[src/rtl/seg_scan_ctrl.sv]
// Eight-digit seven-segment scan controller with blanking gaps and frame-synchronous value commit.
// Optional leading-zero suppression is enabled by defining SEG_ZERO_BLANK_EN.
module seg_scan_ctrl #(
    parameter int DIV   = 41248,
    parameter int BLANK = 16
) (
    input  logic        clk,
    input  logic        rst_n,
    input  logic [31:0] data_in,
    input  logic        data_we,
    output logic        pending,
    output logic [7:0]  dig_an_n,
    output logic [7:0]  seg_n
);

    localparam int                 CNT_W     = $clog2(DIV);
    localparam logic [CNT_W-1:0]   CNT_LAST  = CNT_W'(DIV - 1);
    localparam logic [CNT_W-1:0]   CNT_BLANK = CNT_W'(BLANK);

    localparam logic [0:0] ST_GAP  = 1'b0;
    localparam logic [0:0] ST_SHOW = 1'b1;

    logic [CNT_W-1:0] cnt_q, cnt_d;
    logic [2:0]       idx_q, idx_d;
    logic [31:0]      disp_q, disp_d;
    logic [31:0]      shd_q, shd_d;
    logic             pending_q, pending_d;
    logic [7:0]       an_q, an_d;
    logic [7:0]       seg_q, seg_d;

    logic [0:0] state;
    logic       slot_end;
    logic       frame_end;
    logic       digit_on;
    logic [3:0] nib;

    function automatic logic [7:0] hex7(input logic [3:0] v);
        case (v)
            4'h0: hex7 = 8'hC0;
            4'h1: hex7 = 8'hF9;
            4'h2: hex7 = 8'hA4;
            4'h3: hex7 = 8'hB0;
            4'h4: hex7 = 8'h99;
            4'h5: hex7 = 8'h92;
            4'h6: hex7 = 8'h82;
            4'h7: hex7 = 8'hF8;
            4'h8: hex7 = 8'h80;
            4'h9: hex7 = 8'h90;
            4'hA: hex7 = 8'h88;
            4'hB: hex7 = 8'h83;
            4'hC: hex7 = 8'hC6;
            4'hD: hex7 = 8'hA1;
            4'hE: hex7 = 8'h86;
            default: hex7 = 8'h8E;
        endcase
    endfunction

`ifdef SEG_ZERO_BLANK_EN
    logic [2:0] msd;

    // Highest nonzero nibble; digit 0 stays visible even when the value is zero.
    always_comb begin
        msd = 3'd0;
        for (int k = 1; k < 8; k++) begin
            if (disp_q[4*k +: 4] != 4'h0) msd = 3'(k);
        end
    end

    assign digit_on = (idx_q <= msd);
`else
    assign digit_on = 1'b1;
`endif

    assign state     = (cnt_q < CNT_BLANK) ? ST_GAP : ST_SHOW;
    assign slot_end  = (cnt_q == CNT_LAST);
    assign frame_end = slot_end && (idx_q == 3'd7);
    assign nib       = disp_q[{idx_q, 2'b00} +: 4];

    // NOTE: every signal gets a default at the top of the block so no path leaves it unassigned (no latch).
    always_comb begin
        cnt_d     = slot_end ? '0 : cnt_q + 1'b1;
        idx_d     = idx_q;
        disp_d    = disp_q;
        shd_d     = shd_q;
        pending_d = pending_q;
        an_d      = 8'hFF;
        seg_d     = 8'hFF;

        if (slot_end) idx_d = (idx_q == 3'd7) ? 3'd0 : idx_q + 3'd1;

        if (data_we) begin
            shd_d     = data_in;
            pending_d = 1'b1;
        end

        // A write landing on the boundary edge bypasses the shadow and commits immediately.
        if (frame_end) begin
            if (data_we) begin
                disp_d    = data_in;
                pending_d = 1'b0;
            end else if (pending_q) begin
                disp_d    = shd_q;
                pending_d = 1'b0;
            end
        end

        if (state == ST_SHOW && digit_on) begin
            an_d  = ~(8'h01 << idx_q);
            seg_d = hex7(nib);
        end
    end

    // NOTE: state registers use non-blocking assignments so all of them update together on the edge.
    // NOTE: the data registers are plain flops, so resetting them is cheap and keeps a lost write from reappearing.
    always_ff @(posedge clk or negedge rst_n) begin
        if (!rst_n) begin
            cnt_q     <= '0;
            idx_q     <= 3'd0;
            disp_q    <= 32'h0;
            shd_q     <= 32'h0;
            pending_q <= 1'b0;
            an_q      <= 8'hFF;
            seg_q     <= 8'hFF;
        end else begin
            cnt_q     <= cnt_d;
            idx_q     <= idx_d;
            disp_q    <= disp_d;
            shd_q     <= shd_d;
            pending_q <= pending_d;
            an_q      <= an_d;
            seg_q     <= seg_d;
        end
    end

    assign pending  = pending_q;
    assign dig_an_n = an_q;
    assign seg_n    = seg_q;

endmodule

[config.mk]
export PLATFORM = sky130hd
export DESIGN_NAME = seg_scan_ctrl
export DESIGN_NICKNAME = d
export VERILOG_FILES = /design/src/rtl/seg_scan_ctrl.sv
export SDC_FILE = /design/constraint.sdc
export NUM_CORES = 1
export LEC_CHECK = 0
export ABC_AREA = 1
export CAP_MARGIN = 20
export CORE_MARGIN = 2
export CORE_UTILIZATION = 28
export DETAILED_ROUTE_END_ITERATION = 10
export PLACE_DENSITY = 0.53
export REMOVE_ABC_BUFFERS = 1
export SETUP_SLACK_MARGIN = 0.5
export SYNTH_ARGS = -nofsm -noshare
export SYNTH_HDL_FRONTEND = slang
export SYNTH_SLANG_ARGS = --single-unit
export TNS_END_PERCENT = 50
[constraint.sdc]
create_clock -name clk -period 2.08 [get_ports clk]
set_input_delay 0.416 -clock clk [delete_from_list [all_inputs] [get_ports clk]]
set_output_delay 0.416 -clock clk [all_outputs]
set_load 0.005 [all_outputs]
Yosys cells after proc, flatten, opt, wreduce, memory -nomap -nowiden --
Memory sizes are Yosys's and may differ from the RTL's. Index checks and enable logic that the tools add are counted.
Cells by class: add/subtract/negate cells 2, magnitude comparators 1, equality and inequality tests 2, shift-type cells 2, mux-type cells 10, bitwise gates (word level) 1, reduce and logical (&&, ||, !) cells 3
Operators with widths (count):
- $mux 32 | 2
- $shiftx 32x6->4 | 1
- $add 16x1->16 const B | 1
- $eq 16x16->1 const B | 1
- $lt 16x5->1 const B | 1
- $mux 16 | 1
- $mux 8 | 2
- $not 8->8 | 1
- $shl 1x3->8 const A | 1
- $mux 1 | 4
- $add 3x1->3 const B | 1
- $eq 3x3->1 const B | 1
- $mux 3 | 1
- $reduce_and 2->1 | 1
- $reduce_bool 2->1 | 1
- $logic_and 1x1->1 | 1
Storage, ports and cells: register bits 100, ROM bits 112, bits of input ports 35, output and inout bits 17, word-level logic and storage cells 29, memories kept 1
Memory list:
- (no name shown) | depth 16, width 7, read ports 1, clocked after memory_dff 0, write ports 0, line 38 | case (v)

Logic depth before layout (Yosys ltp) --
Gate-level depths: netlist (run 1).
depth in word-level cells 4, depth in mapped cells 13, gate-level depth less buffers 11

Worst setup path before layout (run 1) --
No wires, ideal clock.
kind reg-to-reg, from reg idx_q[0], to reg seg_q[5] (netlist: seg_n[5]), setup time 0.093 ns, data arrival time 1.901 ns, data required time 1.987 ns, slack 0.085 ns, stages on the path, launching flop included 14, buffers on the path 2, period minus slack after synthesis 1.995 ns, cells stage by stage dfrtp_1 buf_4 clkinv_1 buf_2 nand2_1 nand3_1 nand3_1 o21ai_0 inv_1 ha_1 nand3_1 nand2_1 nand2_1 nand3_1
Between the ends: cells in the longest elaborated chain, start to end 3
RTL lines:
- start, declared | line 24 | logic [2:0] idx_q, idx_d;
- start signal, assigned | line 126 | idx_q <= idx_d;
- $shiftx 32x6->4 | line 77 | assign nib = disp_q[{idx_q, 2'b00} +: 4];
- $mem_v2 16x7
- $mux 8 | line 107 | if (state == ST_SHOW && digit_on) begin
- named net seg_d[5] | line 29 | logic [7:0] seg_q, seg_d;
- end signal, assigned | line 131 | seg_q <= seg_d;
- end, declared | line 29
The timed path passes the listed nets, and every way through them passes these cells. A chain may end at the register's enable or synchronous reset.

Worst setup path in the final report (run 1) --
Same ends and word-level chain as after synthesis.

==> flow_summary.toml, run 1 <==
[layout]
finalInstanceArea_um2 = 6490
nets = 681
antenna_cells = 0
final_core_util_pct = 41.0
layout-drive-gt1-share_pct = 24.6
final_cell_mix = "nand2_1 (184), dfrtp_1 (81), inv_1 (57)"
area_delta_synth_final_pct = 43.9
final_common_cell = "nand2_1"
stdcell_count = 854

[routing]
wl_per_cell_um = 13.2
drt_iter0_drc = 314
vias = 3787
via_per_inst = 4.43
ant_nets = 0
first_pass_iters = 5
drc_errors = 0
drt_wl_total_mm = 11.3

[timing]
hold_slack_ns = 0.0465
min_period_ns = 1.82
tightest_slew_ns = 0.528
fin_crit_sh_pct = 87.6
setup_viol = 0
hold_viol = 0
skew_ns = 0.00588
drv_slew = 0
setup_ws_ns = 0.258
maxSlewHeadroom_pct = 64.8
clock.fmax_mhz = 549
rsz0062_at_grt = "true"
setup_tns_ns = 0

[setup_path]
criticalPathCategory = "reg -> reg"
cp-start-kind = "flip-flop"
path_buf_inv = 5
path_max_fanout = 5
ff2ff_path_depth = 14
crit_path_end_kind = "flip-flop"
crit_required_ns = 2.33
crit_arrival_ns = 2.08
crit_top_cell = "nand2_1"
r2r_slack_ns = 0.26
cp_slowest_cell = "dfrtp_2"
cpLargestDelayFamily = "buffers and inverters"
crit_chain = "buf_12 > clkinv_8 > buf_8 > nand2_4 > nand3_2 > nand2_2 > o21ai_2 > buf_6 > inv_8 > ha_4 > nand3_4 > nand2_1 > nand2_1 > nand3_1"
path_depth = 14
worst_path_largest_cell_delay_ns = 0.44

[yosys]
async_reset_ff_share_pct = 100
syn_inst = 542
synth.distinct_cells = 28
synth_flop_cell = "dfrtp_1"
yosysWarningCount = 0
syn_area_um2 = 4510
avgSynthCellArea_um2 = 8.32
synth_edf_count = 0
ys_seq_elements = 99
ys_seq_area_share_pct = 55.3

[outcome]
outcome = "completed"

[global_routing]
grt_max_degree = 42
overflow = 0
grt_pass1_vias = 3952
track_usage_pct = 14.1
antenna_found_initial = 0
grt_first_pass_wirelength_mm = 18.9

[cts]
clock-sinks = 99
cts_tree = "yes"
clk_pin_slew_worst_paths_ns = 0.07
cts_buffers = 9
cts_buffer_depth = 2
htree_levels = 3
insertion_delay_ns = 0.35
cts_root_buffer = "clkbuf_16"

[power]
powerDensity_nw_per_um2 = 660
finalPower_mw = 4.29
ir_drop_v = 0.000384
power.leakage_nw = 3.19

[placement]
dp_hpwl_mm = 7.10
placed_area_um2 = 5300
dpl.cell_count = 803
dp_slack_ns = 0.142
numPortBuffers = 50
gp_congestion = 0.843

[floorplanning]
die_w_um = 131
num_io_pins = 52
row_count = 46
core_um2 = 15800
die_y_um = 131
start_util_pct = 28.5
die-area_um2 = 17100

[min_path]
hp-class = "in -> async"

[job]
drv_cap = 0
[routing by layer]
metal	wire, um	vias to the layer above	GRT usage [%]	share of wire (%)
met1	5000	1792	17.6	44
li1	-	1876	-	-
met2	5590	97	23.8	50
met5	0	-	0	0
met4	281	0	6.32	2.5
met3	405	22	2.36	3.6
[what timing repair did]
action | in CTS | in global routing
gates cloned | 7 | 1
hold buffers | 0 | 0
gates resized for setup | 84 | 53
setup endpoints to repair | 56 | 73
setup buffers | 20 | 7
pin swaps | 15 | 11
[worst register-to-register path: cells and delay by family, from the launching register on]
| kind | cells | cell delay, ns |
|---|---|---|
| buffers and inverters | 5 | 0.52 |
| DFF | 1 | 0.44 |
| and+or+nand+nor | 7 | 0.43 |
| AOI/OAI and AO/OA | 1 | 0.16 |
| adders and majority gates | 1 | 0.16 |
[report_power, final]
group	internal, mW	switching [mW]
combinational	0.190	0.253
clock	1.05	0.722
sequential	2.04	0.0272
[flip-flops by register name, summed over array words and instances (netlist names)]
signal / cells
cnt_q: 16
seg_n: 7
dig_an_n: 8
pending: 1
disp_q: 32
idx_q: 3
shd_q: 32
[Yosys cell counts (all sizes together) (2+ instances only)]
cell type	count	area share [%]
a21oi	9	1.0
buf	9	1.5
clkbuf	11	1.0
clkinv	2	0.17
dfrtp	84	47
dfstp	15	8.7
ha	13	3.6
inv	64	5.3
nand2	204	17
nand3	55	6.1
nor2	24	2.1
nor3	5	0.80
o21ai	36	4.0
xor2	6	1.2
[kinds of logic (layout without fill, tap and decap cells)]
kind of cell	count (synthesis)	count (layout)	synth area share, %
AND/OR/NAND/NOR	289	290	26.3
adder cells (fa/ha/maj)	13	13	3.61
flip-flops	99	99	55.3
XOR/XNOR	6	6	1.16
other	1	1	0.0831
AO/OA/AOI/OAI	48	48	5.46
buffers and inverters	86	181	8.01
[area by class of cell]
class / count / area [um2]
clock buffers: 9 / 225
clock inverters: 7 / 91.3
fillers: 1527 / 9330
inverters: 66 / 275
multi-input cells: 358 / 2040
flip-flops and latches: 99 / 2500
well taps: 216 / 270
repair buffers: 99 / 1090
[path summary, 6_finish.rpt]
kind                           start         to
setup / recovery            idx_q[0]   seg_n[5]
hold / removal                 rst_n   shd_q[6]
setup reg to reg            idx_q[0]   seg_n[5]
hold reg to reg            shd_q[28]  shd_q[28]
max in group asynchronous      rst_n   idx_q[2]
min in group clk           shd_q[28]  shd_q[28]
Power figures use the tool's default switching activity.
==> run 2, diff against run 1 <==
CELL_PAD_IN_SITES_DETAIL_PLACEMENT = 1   (was not set)
CELL_PAD_IN_SITES_GLOBAL_PLACEMENT = 1   (was not set)
CORE_MARGIN = 3   (was 2)
PLACE_DENSITY = 0.65   (was 0.53)
==> run 2 against run 1 <==
  * Non-clock buffer count decreased by 8
  * Critical endpoint is now seg_n[4]
  * Largest power group unchanged
  * Largest cell class unchanged
  * Sequential share of layout area grew 0.21 points
  * Wire length increased by 14%
  * Cell count shrank 1.5%
  * Clock skew is 0.0013 ns higher
==> flow_summary.toml, run 2 (synthesized netlist as in run 1, its figures left out) <==
[layout]
layout-drive-gt1-share_pct = 26.2
final_core_util_pct = 41.7
finalInstanceArea_um2 = 6460
reg_top3 = "disp_q: 32 flops, shd_q: 32 flops, cnt_q: 16 flops"
antenna_cells = 0
nets = 673
fill_cells = 1792
final_cell_mix = "nand2_1 (166), dfrtp_1 (81), inv_1 (57)"
final_common_cell = "nand2_1"
area_delta_synth_final_pct = 43.2

[setup_path]
crit_arrival_ns = 2.10
path_max_fanout = 4
r2r_slack_ns = 0.26
criticalPathCategory = "reg -> reg"
crit_required_ns = 2.36
crit_path_end_kind = "flip-flop"
cp-start-kind = "flip-flop"

[routing]
wl_per_cell_um = 15.3
drc_errors = 0
via_per_inst = 4.50
drt_wl_total_mm = 12.9
drt_iter0_drc = 163
vias = 3781
first_pass_iters = 4
ant_nets = 0

[cts]
htree_levels = 3
cts_tree = "yes"
cts_buffer_depth = 2
insertion_delay_ns = 0.35
cts_root_buffer = "clkbuf_16"
clk_pin_slew_worst_paths_ns = 0.07
clock-sinks = 99
cts_buffers = 9

[floorplanning]
start_util_pct = 29.1
core_um2 = 15500
die_w_um = 133
die-area_um2 = 17700
die_y_um = 133
num_io_pins = 52
row_count = 45

[global_routing]
grt_first_pass_wirelength_mm = 20.6
track_usage_pct = 14.3
overflow = 0
grt_pass1_vias = 4168
grt_max_degree = 53
antenna_found_initial = 0

[power]
ir_drop_v = 0.000391
powerDensity_nw_per_um2 = 662
power.leakage_nw = 3.26

[outcome]
outcome = "completed"

[min_path]
hp-class = "reg -> reg"

[timing]
drv_slew = 0
fin_crit_sh_pct = 87.6
hold_viol = 0
setup_viol = 0
maxSlewHeadroom_pct = 66.8
min_period_ns = 1.82
setup_tns_ns = 0
skew_ns = 0.00714
tightest_slew_ns = 0.495
hold_slack_ns = 0.482
clock.fmax_mhz = 549
rsz0062_at_grt = "true"

[placement]
numPortBuffers = 50
placed_area_um2 = 5320
dp_hpwl_mm = 8.14
gp_congestion = 0.787

[job]
drv_cap = 0
==> run 2: worst paths after layout <==
check / cells past startpoint / startpoint / endpoint
min: 2 / shd_q[24] / shd_q[24]
max: 10 / idx_q[0] / seg_n[4]
max in group asynchronous: 3 / rst_n / shd_q[1]
min reg2reg: 2 / shd_q[24] / shd_q[24]
min in group asynchronous: 2 / rst_n / shd_q[10]
max reg2reg: 10 / idx_q[0] / seg_n[4]
==> run 2: repair_timing <==
action	CTS	global route
setup endpoints to repair	72	75
hold buffers	1	0
setup buffers	7	9
cloned	6	4
pin swaps	8	12
endpoints found under the hold margin	14	0
gates resized for setup	52	105
==> run 2: metrics by stage <==
| step | worst slack, ns | std cells | power, mW |
|---|---|---|---|
| 2_1_floorplan | -0.335 | 522 | 2.27 |
| 3_3_place_gp | 0.163 | 798 | 2.48 |
| 3_5_place_dp | 0.0413 | 798 | 2.49 |
| 4_1_cts | 0.277 | 828 | 4.27 |
| 5_1_grt | 0.165 | 841 | 4.46 |
| 6_report | 0.257 | 841 | 4.28 |
==> run 2: critical path, stage by stage (launching register included) <==
cell and delay [ns]:
dfrtp_2 0.46, bufbuf_16 0.28, nand2_1 0.06, nand3_1 0.11, nand3_2 0.13, nand2_4 0.08
buf_4 0.15, ha_1 0.18, nand3_1 0.10, nand3_2 0.09, nand3_1 0.12
==> run 2: layer usage <==
layer	up-vias	GRT usage [%]	share of wire, %
li1	1857	-	-
met1	1864	17.9	44
met2	44	24.3	51
met3	16	2.78	2.6
met4	0	5.83	1.8
met5	-	0	0
==> run 2: where the power goes <==
part / internal (mW) / switching (mW) / total (mW)
logic: 0.197 / 0.266 / 0.463
clock network: 1.00 / 0.736 / 1.74
registers: 2.04 / 0.0316 / 2.07
==> run 2: area by class of cell <==
type,instances,area (um2),area share [%]
flip-flops and latches,99,2500,38.7
clock inverters,5,60.1,0.930
clock buffers,11,253,3.91
repair buffers,91,1040,16.1
well taps,211,264,4.09
multi-input cells,358,2080,32.2
inverters,66,258,3.99
==> run 3, diff against run 2 <==
CELL_PAD_IN_SITES_DETAIL_PLACEMENT = not set   (was 1)
CELL_PAD_IN_SITES_GLOBAL_PLACEMENT = not set   (was 1)
PLACE_DENSITY = 0.53   (was 0.65)
==> run 3 against run 2 <==
  * Sequential share of layout area fell by 1.1 points
  * Utilization is 1.2 points higher
  * Clock power shrank 3%
  * Critical path depth up 2
  * Critical path type unchanged
  * Largest power group unchanged
==> flow_summary.toml, run 3 (synthesized netlist as in run 1, its figures left out) <==
[outcome]
outcome = "completed"

[setup_path]
crit_required_ns = 2.37
cpLargestDelayFamily = "simple AND/OR/NAND/NOR gates"
worst_path_largest_cell_delay_ns = 0.45
path_buf_inv = 3
path_max_fanout = 6
cp_slowest_cell = "dfrtp_2"
criticalPathCategory = "reg -> reg"
cp-start-kind = "flip-flop"
crit_chain = "buf_6 > buf_8 > nand2_4 > nand3_2 > nand2_2 > o21ai_2 > buf_6 > ha_4 > nand3_4 > nor2_1 > nor2_1 > nand2_1"
crit_path_end_kind = "flip-flop"
crit_arrival_ns = 2.07

[placement]
numPortBuffers = 50
gp_congestion = 0.783
dpl.cell_count = 798
dp_hpwl_mm = 7.35
dp_slack_ns = 0.107
placed_area_um2 = 5300

[routing]
via_per_inst = 4.38
first_pass_iters = 4
drt_wl_total_mm = 11.8
vias = 3712
ant_nets = 0
drt_iter0_drc = 236
drc_errors = 0
wl_per_cell_um = 14.0

[floorplanning]
die_y_um = 133
start_util_pct = 29.1
die-area_um2 = 17700
row_count = 45
die_w_um = 133
core_um2 = 15500
num_io_pins = 52

[cts]
cts_buffer_depth = 2
cts_tree = "yes"
htree_levels = 3
clock-sinks = 99
clk_pin_slew_worst_paths_ns = 0.07
insertion_delay_ns = 0.35
cts_root_buffer = "clkbuf_16"
cts_buffers = 9

[power]
power.leakage_nw = 3.31
finalPower_mw = 4.23
ir_drop_v = 0.000464
powerDensity_nw_per_um2 = 636

[timing]
drv_slew = 0
skew_ns = 0.00740
setup_tns_ns = 0
fin_crit_sh_pct = 85.9
setup_ws_ns = 0.294
clock.fmax_mhz = 560
hold_viol = 0
min_period_ns = 1.79
rsz0062_at_grt = "true"
setup_viol = 0
hold_slack_ns = 0.475

[layout]
final_cell_mix = "nand2_1 (153), dfrtp_1 (81), inv_1 (57)"
finalInstanceArea_um2 = 6650
final_common_cell = "nand2_1"
nets = 679
stdcell_count = 847
final_core_util_pct = 42.9
layout-drive-gt1-share_pct = 30.5
reg_top3 = "disp_q: 32 flops, shd_q: 32 flops, cnt_q: 16 flops"
antenna_cells = 0
area_delta_synth_final_pct = 47.3

[global_routing]
grt_max_degree = 45
grt_pass1_vias = 4042
antenna_found_initial = 0
grt_first_pass_wirelength_mm = 19.5
overflow = 0
track_usage_pct = 13.6

[min_path]
hp-class = "reg -> reg"

[job]
drv_cap = 0
[run 3: area by class of cell]
class                      instances  area (um2)
clock buffer                      12         246
clock inverter                     4        48.8
fill                            1450        8840
inverter                          66         270
multi-input combinational        358        2240
sequential                        99        2500
tap                              211         264
timing repair buffer              97        1080
[run 3: repair_timing]
action	4_1_cts	5_1_grt
endpoints found under the hold margin	20	0
setup buffers	20	3
hold buffers	1	0
endpoints found under the setup margin	57	74
cloned	5	4
pin swaps	24	22
resized for setup	105	100
[run 3: path summary, 6_finish.rpt]
kind	start	end	slack, ns	cells after the start
worst max-delay path	idx_q[0]	seg_n[1]	0.29	12
worst min-delay path	shd_q[13]	shd_q[13]	0.48	2
worst max register to register	idx_q[0]	seg_n[1]	0.29	12
worst min register to register	shd_q[13]	shd_q[13]	0.48	2
max in group asynchronous	rst_n	dig_an_n[3]	0.95	3
min in group asynchronous	rst_n	idx_q[0]	0.51	2
[run 3: per-layer routing]
metal  global-route usage (%)  vias to the layer above  share of wire, %
met3                     2.62                       19               4.1
met4                     6.64                        0               2.3
met1                     17.0                     1761                45
met5                        0                        -                 0
li1                         -                     1868                 -
met2                     22.7                       64                49
[run 3: worst min-delay path, delay by kind of cell, from the launching register on]
family           cells  cell delay, ns
flip-flops           1            0.33
AND/OR/NAND/NOR      2            0.11
[run 3: power breakdown]
group | leakage, nW | internal [mW] | switching [mW]
logic | 2.00 | 0.205 | 0.272
clock network | 0.147 | 0.966 | 0.714
registers | 1.16 | 2.04 | 0.0293
